===== config.mk =====
export PLATFORM = sky130hd
export DESIGN_NAME = alu_issue_ctrl
export DESIGN_NICKNAME = d
export VERILOG_FILES = /design/src/rtl/alu_issue_ctrl_pkg.sv /design/src/rtl/alu_issue_ctrl_op_decode.sv /design/src/rtl/alu_issue_ctrl.sv
export SDC_FILE = /design/constraint.sdc
export NUM_CORES = 1
export LEC_CHECK = 0
export CAP_MARGIN = 25
export CORE_AREA = 4 4 112 114
export DETAILED_ROUTE_END_ITERATION = 16
export DIE_AREA = 0 0 116 118
export GPL_ROUTABILITY_DRIVEN = 0
export SETUP_SLACK_MARGIN = 0.02
export SYNTH_ARGS = -nofsm -noshare
export SYNTH_HDL_FRONTEND = slang
export SYNTH_HIERARCHICAL = 1
export SYNTH_SLANG_ARGS = --single-unit

===== constraint.sdc =====
create_clock -name clk -period 3.6 [get_ports clk]
set_clock_uncertainty 0.15 [all_clocks]
set_input_delay 0.72 -clock clk [delete_from_list [all_inputs] [get_ports clk]]
set_output_delay 0.72 -clock clk [all_outputs]
set_load 0.1 [all_outputs]

===== src/rtl/alu_issue_ctrl_pkg.sv =====
// Shared encodings for the ALU issue controller: opcodes, ALU operation codes
// (the alu_full fromContr field) and controller states.
package alu_issue_ctrl_pkg;

   typedef enum logic [3:0] {
      OPC_RTYPE = 4'd0,
      OPC_ADDI  = 4'd1,
      OPC_ANDI  = 4'd2,
      OPC_ORI   = 4'd3,
      OPC_SLTI  = 4'd4,
      OPC_LW    = 4'd5,
      OPC_SW    = 4'd6,
      OPC_LI    = 4'd7,
      OPC_BEQ   = 4'd8,
      OPC_BNE   = 4'd9,
      OPC_J     = 4'd10,
      OPC_JAL   = 4'd11
   } opcode_e;

   typedef enum logic [2:0] {
      ALUOP_RTYPE = 3'b000,
      ALUOP_OR    = 3'b001,
      ALUOP_ADD   = 3'b010,
      ALUOP_LI    = 3'b011,
      ALUOP_SUB   = 3'b100,
      ALUOP_JUMP  = 3'b101,
      ALUOP_AND   = 3'b110,
      ALUOP_SLT   = 3'b111
   } alu_op_e;

   typedef enum logic [1:0] {
      ST_IDLE,
      ST_EXEC,
      ST_BADOP,
      ST_DONE
   } state_e;

endpackage


===== src/rtl/alu_issue_ctrl_op_decode.sv =====
// Combinational opcode decoder: ALU operation code, R-type flag and the
// branch/jump/illegal qualifiers used by the issue controller.
module alu_op_decode
   import alu_issue_ctrl_pkg::*;
(
   input  logic [3:0] opcode,
   output logic [2:0] alu_op,
   output logic       rtype,
   output logic       is_beq,
   output logic       is_bne,
   output logic       is_jump,
   output logic       illegal
);

   // opcode table lookup; anything outside the table is flagged illegal
   always_comb begin
      alu_op  = ALUOP_RTYPE;
      rtype   = 1'b0;
      is_beq  = 1'b0;
      is_bne  = 1'b0;
      is_jump = 1'b0;
      illegal = 1'b0;
      case (opcode)
         OPC_RTYPE: begin
            alu_op = ALUOP_RTYPE;
            rtype  = 1'b1;
         end
         OPC_ORI:   alu_op = ALUOP_OR;
         OPC_ADDI,
         OPC_LW,
         OPC_SW:    alu_op = ALUOP_ADD;
         OPC_LI:    alu_op = ALUOP_LI;
         OPC_BEQ: begin
            alu_op = ALUOP_SUB;
            is_beq = 1'b1;
         end
         OPC_BNE: begin
            alu_op = ALUOP_SUB;
            is_bne = 1'b1;
         end
         OPC_J,
         OPC_JAL: begin
            alu_op  = ALUOP_JUMP;
            is_jump = 1'b1;
         end
         OPC_ANDI:  alu_op = ALUOP_AND;
         OPC_SLTI:  alu_op = ALUOP_SLT;
         default:   illegal = 1'b1;
      endcase
   end

endmodule


===== src/rtl/alu_issue_ctrl.sv =====
// ALU issue controller: accepts one decoded instruction, drives alu_full with
// registered stable inputs for EXEC_CYCLES, captures result/zero and holds a
// result record until downstream takes it.
module alu_issue_ctrl
   import alu_issue_ctrl_pkg::*;
#(
   parameter int unsigned WIDTH       = 16,
   parameter int unsigned EXEC_CYCLES = 1
) (
   input  logic             clk,
   input  logic             reset_n,
   input  logic             in_valid,
   output logic             in_ready,
   input  logic [3:0]       in_opcode,
   input  logic [5:0]       in_func,
   input  logic [3:0]       in_shamt,
   input  logic [WIDTH-1:0] in_a,
   input  logic [WIDTH-1:0] in_b,
   output logic [WIDTH-1:0] alu_a,
   output logic [WIDTH-1:0] alu_b,
   output logic [5:0]       alu_func,
   output logic [3:0]       alu_shamt,
   output logic             alu_rtype,
   output logic [2:0]       alu_op,
   input  logic [WIDTH-1:0] alu_result,
   input  logic             alu_zero,
   output logic             out_valid,
   input  logic             out_ready,
   output logic [WIDTH-1:0] out_result,
   output logic             out_zero,
   output logic             out_branch_taken,
   output logic             out_jump,
   output logic             out_illegal
);

   localparam int unsigned CW = (EXEC_CYCLES > 1) ? $clog2(EXEC_CYCLES) : 1;
   localparam logic [CW-1:0] CNT_LAST = CW'(EXEC_CYCLES - 1);

   state_e        state_q, state_d;
   logic [CW-1:0] cnt_q;
   logic          last_exec;
   logic          accept;
   logic          capture;
   logic          post_illegal;

   logic [2:0]    dec_op;
   logic          dec_rtype, dec_beq, dec_bne, dec_jump, dec_illegal;
   logic          pend_beq, pend_bne, pend_jump;

   alu_op_decode u_dec (
      .opcode  (in_opcode),
      .alu_op  (dec_op),
      .rtype   (dec_rtype),
      .is_beq  (dec_beq),
      .is_bne  (dec_bne),
      .is_jump (dec_jump),
      .illegal (dec_illegal)
   );

   // state register
   always_ff @(posedge clk or negedge reset_n) begin
      if (!reset_n) state_q <= ST_IDLE;
      else          state_q <= state_d;
   end

   // next-state, handshake outputs and datapath strobes
   // Illegal opcodes pass through ST_BADOP for one edge so the illegal record
   // appears with the same one-edge latency as a single-cycle execution.
   always_comb begin
      state_d      = state_q;
      accept       = 1'b0;
      capture      = 1'b0;
      post_illegal = 1'b0;
      last_exec    = (cnt_q == CNT_LAST);
      in_ready     = (state_q == ST_IDLE);
      out_valid    = (state_q == ST_DONE);
      case (state_q)
         ST_IDLE: begin
            if (in_valid) begin
               if (dec_illegal) begin
                  state_d = ST_BADOP;
               end else begin
                  accept  = 1'b1;
                  state_d = ST_EXEC;
               end
            end
         end
         ST_EXEC: begin
            if (last_exec) begin
               capture = 1'b1;
               state_d = ST_DONE;
            end
         end
         ST_BADOP: begin
            post_illegal = 1'b1;
            state_d      = ST_DONE;
         end
         ST_DONE: begin
            if (out_ready) state_d = ST_IDLE;
         end
         default: state_d = ST_IDLE;
      endcase
   end

   // EXEC cycle counter, cleared whenever not executing
   always_ff @(posedge clk or negedge reset_n) begin
      if (!reset_n) begin
         cnt_q <= '0;
      end else if (state_q == ST_EXEC && !last_exec) begin
         cnt_q <= cnt_q + CW'(1);
      end else begin
         cnt_q <= '0;
      end
   end

   // ALU drive registers, loaded only when a legal instruction is accepted
   always_ff @(posedge clk or negedge reset_n) begin
      if (!reset_n) begin
         alu_a     <= '0;
         alu_b     <= '0;
         alu_func  <= '0;
         alu_shamt <= '0;
         alu_rtype <= 1'b0;
         alu_op    <= '0;
         pend_beq  <= 1'b0;
         pend_bne  <= 1'b0;
         pend_jump <= 1'b0;
      end else if (accept) begin
         alu_a     <= in_a;
         alu_b     <= in_b;
         alu_func  <= dec_rtype ? in_func  : '0;
         alu_shamt <= dec_rtype ? in_shamt : '0;
         alu_rtype <= dec_rtype;
         alu_op    <= dec_op;
         pend_beq  <= dec_beq;
         pend_bne  <= dec_bne;
         pend_jump <= dec_jump;
      end
   end

   // result record capture: ALU outputs at the last EXEC edge, or the illegal record
   always_ff @(posedge clk or negedge reset_n) begin
      if (!reset_n) begin
         out_result       <= '0;
         out_zero         <= 1'b0;
         out_branch_taken <= 1'b0;
         out_jump         <= 1'b0;
         out_illegal      <= 1'b0;
      end else if (capture) begin
         out_result       <= alu_result;
         out_zero         <= alu_zero;
         out_branch_taken <= (pend_beq & alu_zero) | (pend_bne & ~alu_zero);
         out_jump         <= pend_jump;
         out_illegal      <= 1'b0;
      end else if (post_illegal) begin
         out_result       <= '0;
         out_zero         <= 1'b0;
         out_branch_taken <= 1'b0;
         out_jump         <= 1'b0;
         out_illegal      <= 1'b1;
      end
   end

endmodule


==> metrics.md, run 1 <==
| Metric | Value |
|---|---|
| Post-synth top cells | `dfrtp_1 (72), nand2_1 (59), mux2_4 (39)` |
| Grt total ovfl | `0` |
| Fin. max-slew vios | `0` |
| I/O Buffers | `134` |
| Routed WL | `7588 um` |
| Core area | `0.01142 mm2` |
| Post-CTS Setup Inserts | `0` |
| Critical path class | `reg2out` |
| Initial Util | `27.68%` |
| Prevailing post-synth register cell | `dfrtp_1` |
| Syn_area_per_cell | `12.69 um2` |
| DR iter-0 viols | `72` |
| Clk slew on worst S/H paths | `0.06 ns` |
| Number of global-route vias before repair | `2446` |
| Synth-to-layout area growth | `53.80%` |
| Rel. slew slack | `33.42%` |
| Rows | `39` |
| Nets | `455` |
| Slowest CP cell | `clkdlybuf4s50_1` |
| Crit path launch type | `flop` |
| Setup_tns | `0 ns` |
| Final Hold Fails | `0` |
| CP startpoint | `alu_a[9]` |
| CTS root buffer | `clkbuf_16` |
| Area used by multi-input combinational logic | `0.001246 mm2` |
| Synth warn | `6` |
| CTS Sinks | `72` |
| Largest net degree at the start of global routing | `73` |
| Critical R2R Capture | `alu_b[13]` |
| Worst skew pair latency | `0.32 ns` |
| Quantity of gates resized following cts | `0` |
| Crit Path Max Fanout | `2` |
| Initial antenna violation count | `0` |
| Top-count cell post-synth | `dfrtp_1` |
| Layout fillers | `1094` |
| Yosys cell types | `26` |
| CP Cell Sequence | `clkdlybuf4s50_1` |
| Syn Inst Count | `249` |
| Top-level port count | `135` |
| WP buf/inv | `1` |
| Die area | `0.01369 mm2` |
| Hpwl dp | `5491 um` |
| Stages on worst setup path | `1` |
| First-pass GRT wire length | `12480 um` |
| Ranking of synthesized cells by area | `dfrtp_1 (57%), mux2_4 (19%), nand2_1 (7.0%), nand3b_1 (4.5%), o21ai_0 (1.9%)` |
| Outcome | `complete, no violations` |
| Crit path to | `alu_a[9]` |
| Final setup margin | `0.8919 ns` |
| Post-synth ARST share | `100.0%` |
| Via Count | `2280` |
| Period utilisation layout | `75.22%` |
| Top cell type's share of synthesized area | `57.01%` |
| ANT cells | `0` |
| Share of layout cells above drive strength 1 | `23.14%` |
| R2r setup slk | `1.64 ns` |
| Path depth of the worst reg2reg path | `5` |
| Final Critical Period | `2.708 ns` |
| Yosys reg bits | `72` |
| Reg-to-Reg Start | `state_q[0]` |
| Sequential area share after synthesis | `57.01%` |
| Synthesized area | `0.003161 mm2` |
| Pre-CTS setup slack | `0.7774 ns` |
| Die width | `116 um` |
| Top cell type by total area after synthesis | `dfrtp_1` |
| WP data arrival | `1.84 ns` |
| CTS HTree Levels | `3` |
| Num CTS Buffers | `9` |
| Largest stage delay, worst path | `1.16 ns` |
| Antenna viol nets, final | `0` |
| Fmax | `0.3693 GHz` |
| Routed length per instance | `14.26 um` |
| Die Ht | `118 um` |
| MaxCap Viol Count | `0` |
| CP required | `2.73 ns` |
| Total Routing Usage GR | `11.30%` |
| Clk buf depth | `2` |
| Hold Path Class | `reg2reg` |
| Synthesized net count | `320` |
| Number of enable flip-flop cells after synthesis | `0` |
| CTS tree | `yes` |
| Hold path start | `alu_func[3]` |
| First-pass DRT Iterations | `5` |
| Cts hold-fix bufs | `0` |
| Worst Tran Pin Value | `0.9956 ns` |
| Worst Setup End Kind | `output pin` |
| Crit-path leading delay family | `buffers and inverters` |
| RSZ-0062 raised after global routing | `false` |
| # DRC | `0` |
| Register area | `0.001802 mm2` |
| Via/cell ratio | `4.286` |
| Final setup vio count | `0` |
## through the flow
step,hold WS [ns],cell area [um2],instances,util [%]
after floorplan,0.2744,3161,249,-
after global placement,0.3158,4563,516,39.96
after detailed placement,0.3211,4563,516,39.96
after CTS,0.3432,4861,532,42.57
after global routing,0.3727,4861,532,42.57
final,0.3406,4861,532,42.57
## layout make-up
cell class | instances | area share, %
Sequential cell | 72 | 37.07
Multi-Input combinational cell | 157 | 25.64
Clock buffer | 10 | 4.710
Clock inverter | 6 | 1.416
Inverter | 6 | 0.4633
Tap cell | 143 | 3.681
Timing Repair Buffer | 138 | 27.03
## metal layers
metal	GRT usage [%]	vias up	wire (um)
met5	0	-	0
met1	14.93	1073	3406
met4	2.828	0	81
met2	17.52	97	3373
li1	-	1099	-
met3	4.113	11	727
## kinds of logic after synthesis
kind of cell | count (synthesis) | synth area share (%)
xor gates and xnor gates | 1 | 0.2772
adders and majority gates | 4 | 1.584
DFF | 72 | 57.01
buffers and inverters | 20 | 3.760
muxes | 43 | 19.79
other | 1 | 0.1187
AOI/OAI and AO/OA | 16 | 3.009
and+or+nand+nor | 92 | 14.45
## sequential cells by signal (all words and copies together) (netlist names)
name,cells
alu_a,16
alu_b,16
alu_func,6
alu_op,3
alu_rtype,1
alu_shamt,4
cnt_q,1
out_branch_taken,1
out_illegal,1
out_jump,1
out_result,16
out_zero,1
pend_beq,1
pend_bne,1
pend_jump,1
state_q,2
## placed cells by master, fill, tap and decap left out, types with 5 or more instances in the layout
cell type,count
buf_4,31
nand3b_1,19
clkdlybuf4s50_1,106
dfrtp_1,72
mux2_4,39
nor2_1,5
o21ai_0,12
nand2_1,59
clkbuf_16,9
inv_1,6
## worst min-delay path by stage
stage | endpoint | slack, ns | cells past startpoint
after global routing | alu_func[5] | 0.37 | 2
after global placement | alu_shamt[2] | 0.32 | 2
final | alu_func[3] | 0.34 | 2
after detailed placement | out_jump | 0.32 | 2
after floorplan | alu_a[0] | 0.27 | 0
after CTS | alu_func[5] | 0.34 | 2
Power of run 1 is not shown: default switching activity piles up to over one toggle a cycle in this logic, so the estimate is an artifact.
==> inputs of run 2 (changes only) <==
Clock period 3.6 ns to 2.6 ns, I/O delays scaled along.
==> metrics.md, run 2 (synthesized netlist as in run 1, its figures left out) <==
| Metric | Value |
|---|---|
| Placed insts | `519` |
| Nets | `458` |
| First-pass DRT Iterations | `4` |
| Critical path class | `reg2out` |
| Crit path to | `in_ready` |
| Routed length per instance | `14.08 um` |
| ANT cells | `0` |
| Outcome | `finished with violations` |
| Clk buf depth | `2` |
| Routed WL | `7533 um` |
| Violated checks | `negative hold slack` |
| Hpwl dp | `5641 um` |
| Worst Tran Pin Value | `0.7714 ns` |
| I/O Buffers | `134` |
| Die area | `0.01369 mm2` |
| Hold Path Class | `in2async` |
| Initial antenna violation count | `0` |
| Core area | `0.01142 mm2` |
| Die Ht | `118 um` |
| CTS tree | `yes` |
| Period utilisation layout | `81.16%` |
| Reg-to-Reg Start | `state_q[0]` |
| Initial Util | `27.68%` |
| Non-filler cells, final | `535` |
| Largest net degree at the start of global routing | `39` |
| CP startpoint | `state_q[0]` |
| Die width | `116 um` |
| Total Routing Usage GR | `11.27%` |
| Critical R2R Capture | `alu_a[0]` |
| Cts hold-fix bufs | `0` |
| Path depth of the worst reg2reg path | `5` |
| Most frequent cells in the layout | `dfrtp_1 (72), buf_4 (72), clkdlybuf4s50_1 (65), nand2_1 (59), mux2_4 (39)` |
| WP data arrival | `1.44 ns` |
| Rel. slew slack | `48.57%` |
| Final setup vio count | `0` |
| CP required | `1.93 ns` |
| Final Hold Fails | `1` |
| Setup_tns | `0 ns` |
| Worst skew pair latency | `0.32 ns` |
| Antenna viol nets, final | `0` |
| Clk slew on worst S/H paths | `0.06 ns` |
| RSZ-0062 raised after global routing | `false` |
| Via/cell ratio | `4.215` |
| CTS root buffer | `clkbuf_16` |
| DR iter-0 viols | `113` |
| CTS HTree Levels | `3` |
| R2r setup slk | `0.61 ns` |
| Final Critical Period | `2.110 ns` |
| CTS Sinks | `72` |
| Worst Setup End Kind | `output pin` |
| Via Count | `2255` |
| Fin. max-slew vios | `0` |
| Top-level port count | `135` |
| Post-CTS Setup Inserts | `0` |
| Crit Path Max Fanout | `6` |
| Hold WS | `-0.0007307 ns` |
| Quantity of gates resized following cts | `0` |
| Grt total ovfl | `0` |
| Synth-to-layout area growth | `54.24%` |
| First-pass GRT wire length | `12330 um` |
| Crit path launch type | `flop` |
| Fmax | `0.4739 GHz` |
| Rows | `39` |
| Layout fillers | `1061` |
| Share of layout cells above drive strength 1 | `34.44%` |
| Number of global-route vias before repair | `2419` |
| MaxCap Viol Count | `0` |
| Largest regs | `alu_a x16, alu_b x16, out_result x16` |
| Num CTS Buffers | `9` |
| # DRC | `0` |
[run 2: critical path, stage by stage (launching register included)]
cell     delay (ns)
dfrtp_1        0.40
inv_1          0.11
ha_1           0.38
buf_12         0.23
[run 2: worst min path at each step]
stage / from / end / cells past startpoint
floorplan: reset_n / alu_a[0] / 0
detailed placement: pend_jump / out_jump / 2
CTS: reset_n / out_result[1] / 1
global route: reset_n / out_result[1] / 1
finish: reset_n / out_result[1] / 1
global placement: pend_jump / out_jump / 2
[run 2: area by class of cell]
type                    count  area (um2)  share of cell area (%)
clock buffers              10       239.0                   4.902
multi-input cells         157        1246                   25.56
flip-flops and latches     72        1802                   36.96
clock inverters             6       115.1                   2.361
inverters                   6       22.52                  0.4620
repair buffers            141        1271                   26.08
well taps                 143       178.9                   3.670
[run 2: metrics by stage]
step	setup slack, ns	cell area [um2]	hold WS [ns]	util (%)
final	0.4899	4875	-0.0007307	42.69
after global routing	0.3825	4875	0.02465	42.69
after global placement	0.3161	4521	0.3180	39.59
after floorplan	0.2136	3161	0.07441	-
after CTS	0.4566	4875	0.005828	42.69
after detailed placement	0.2966	4521	0.3188	39.59
[run 2: layer usage]
metal | up-vias | GRT usage [%] | wire length, um
met5 | - | 0 | 0
met4 | 0 | 3.046 | 81
met3 | 8 | 3.959 | 693
li1 | 1104 | - | -
met1 | 1055 | 15.28 | 3371
met2 | 88 | 17.01 | 3387
Power of run 2 is left out for the same reason.
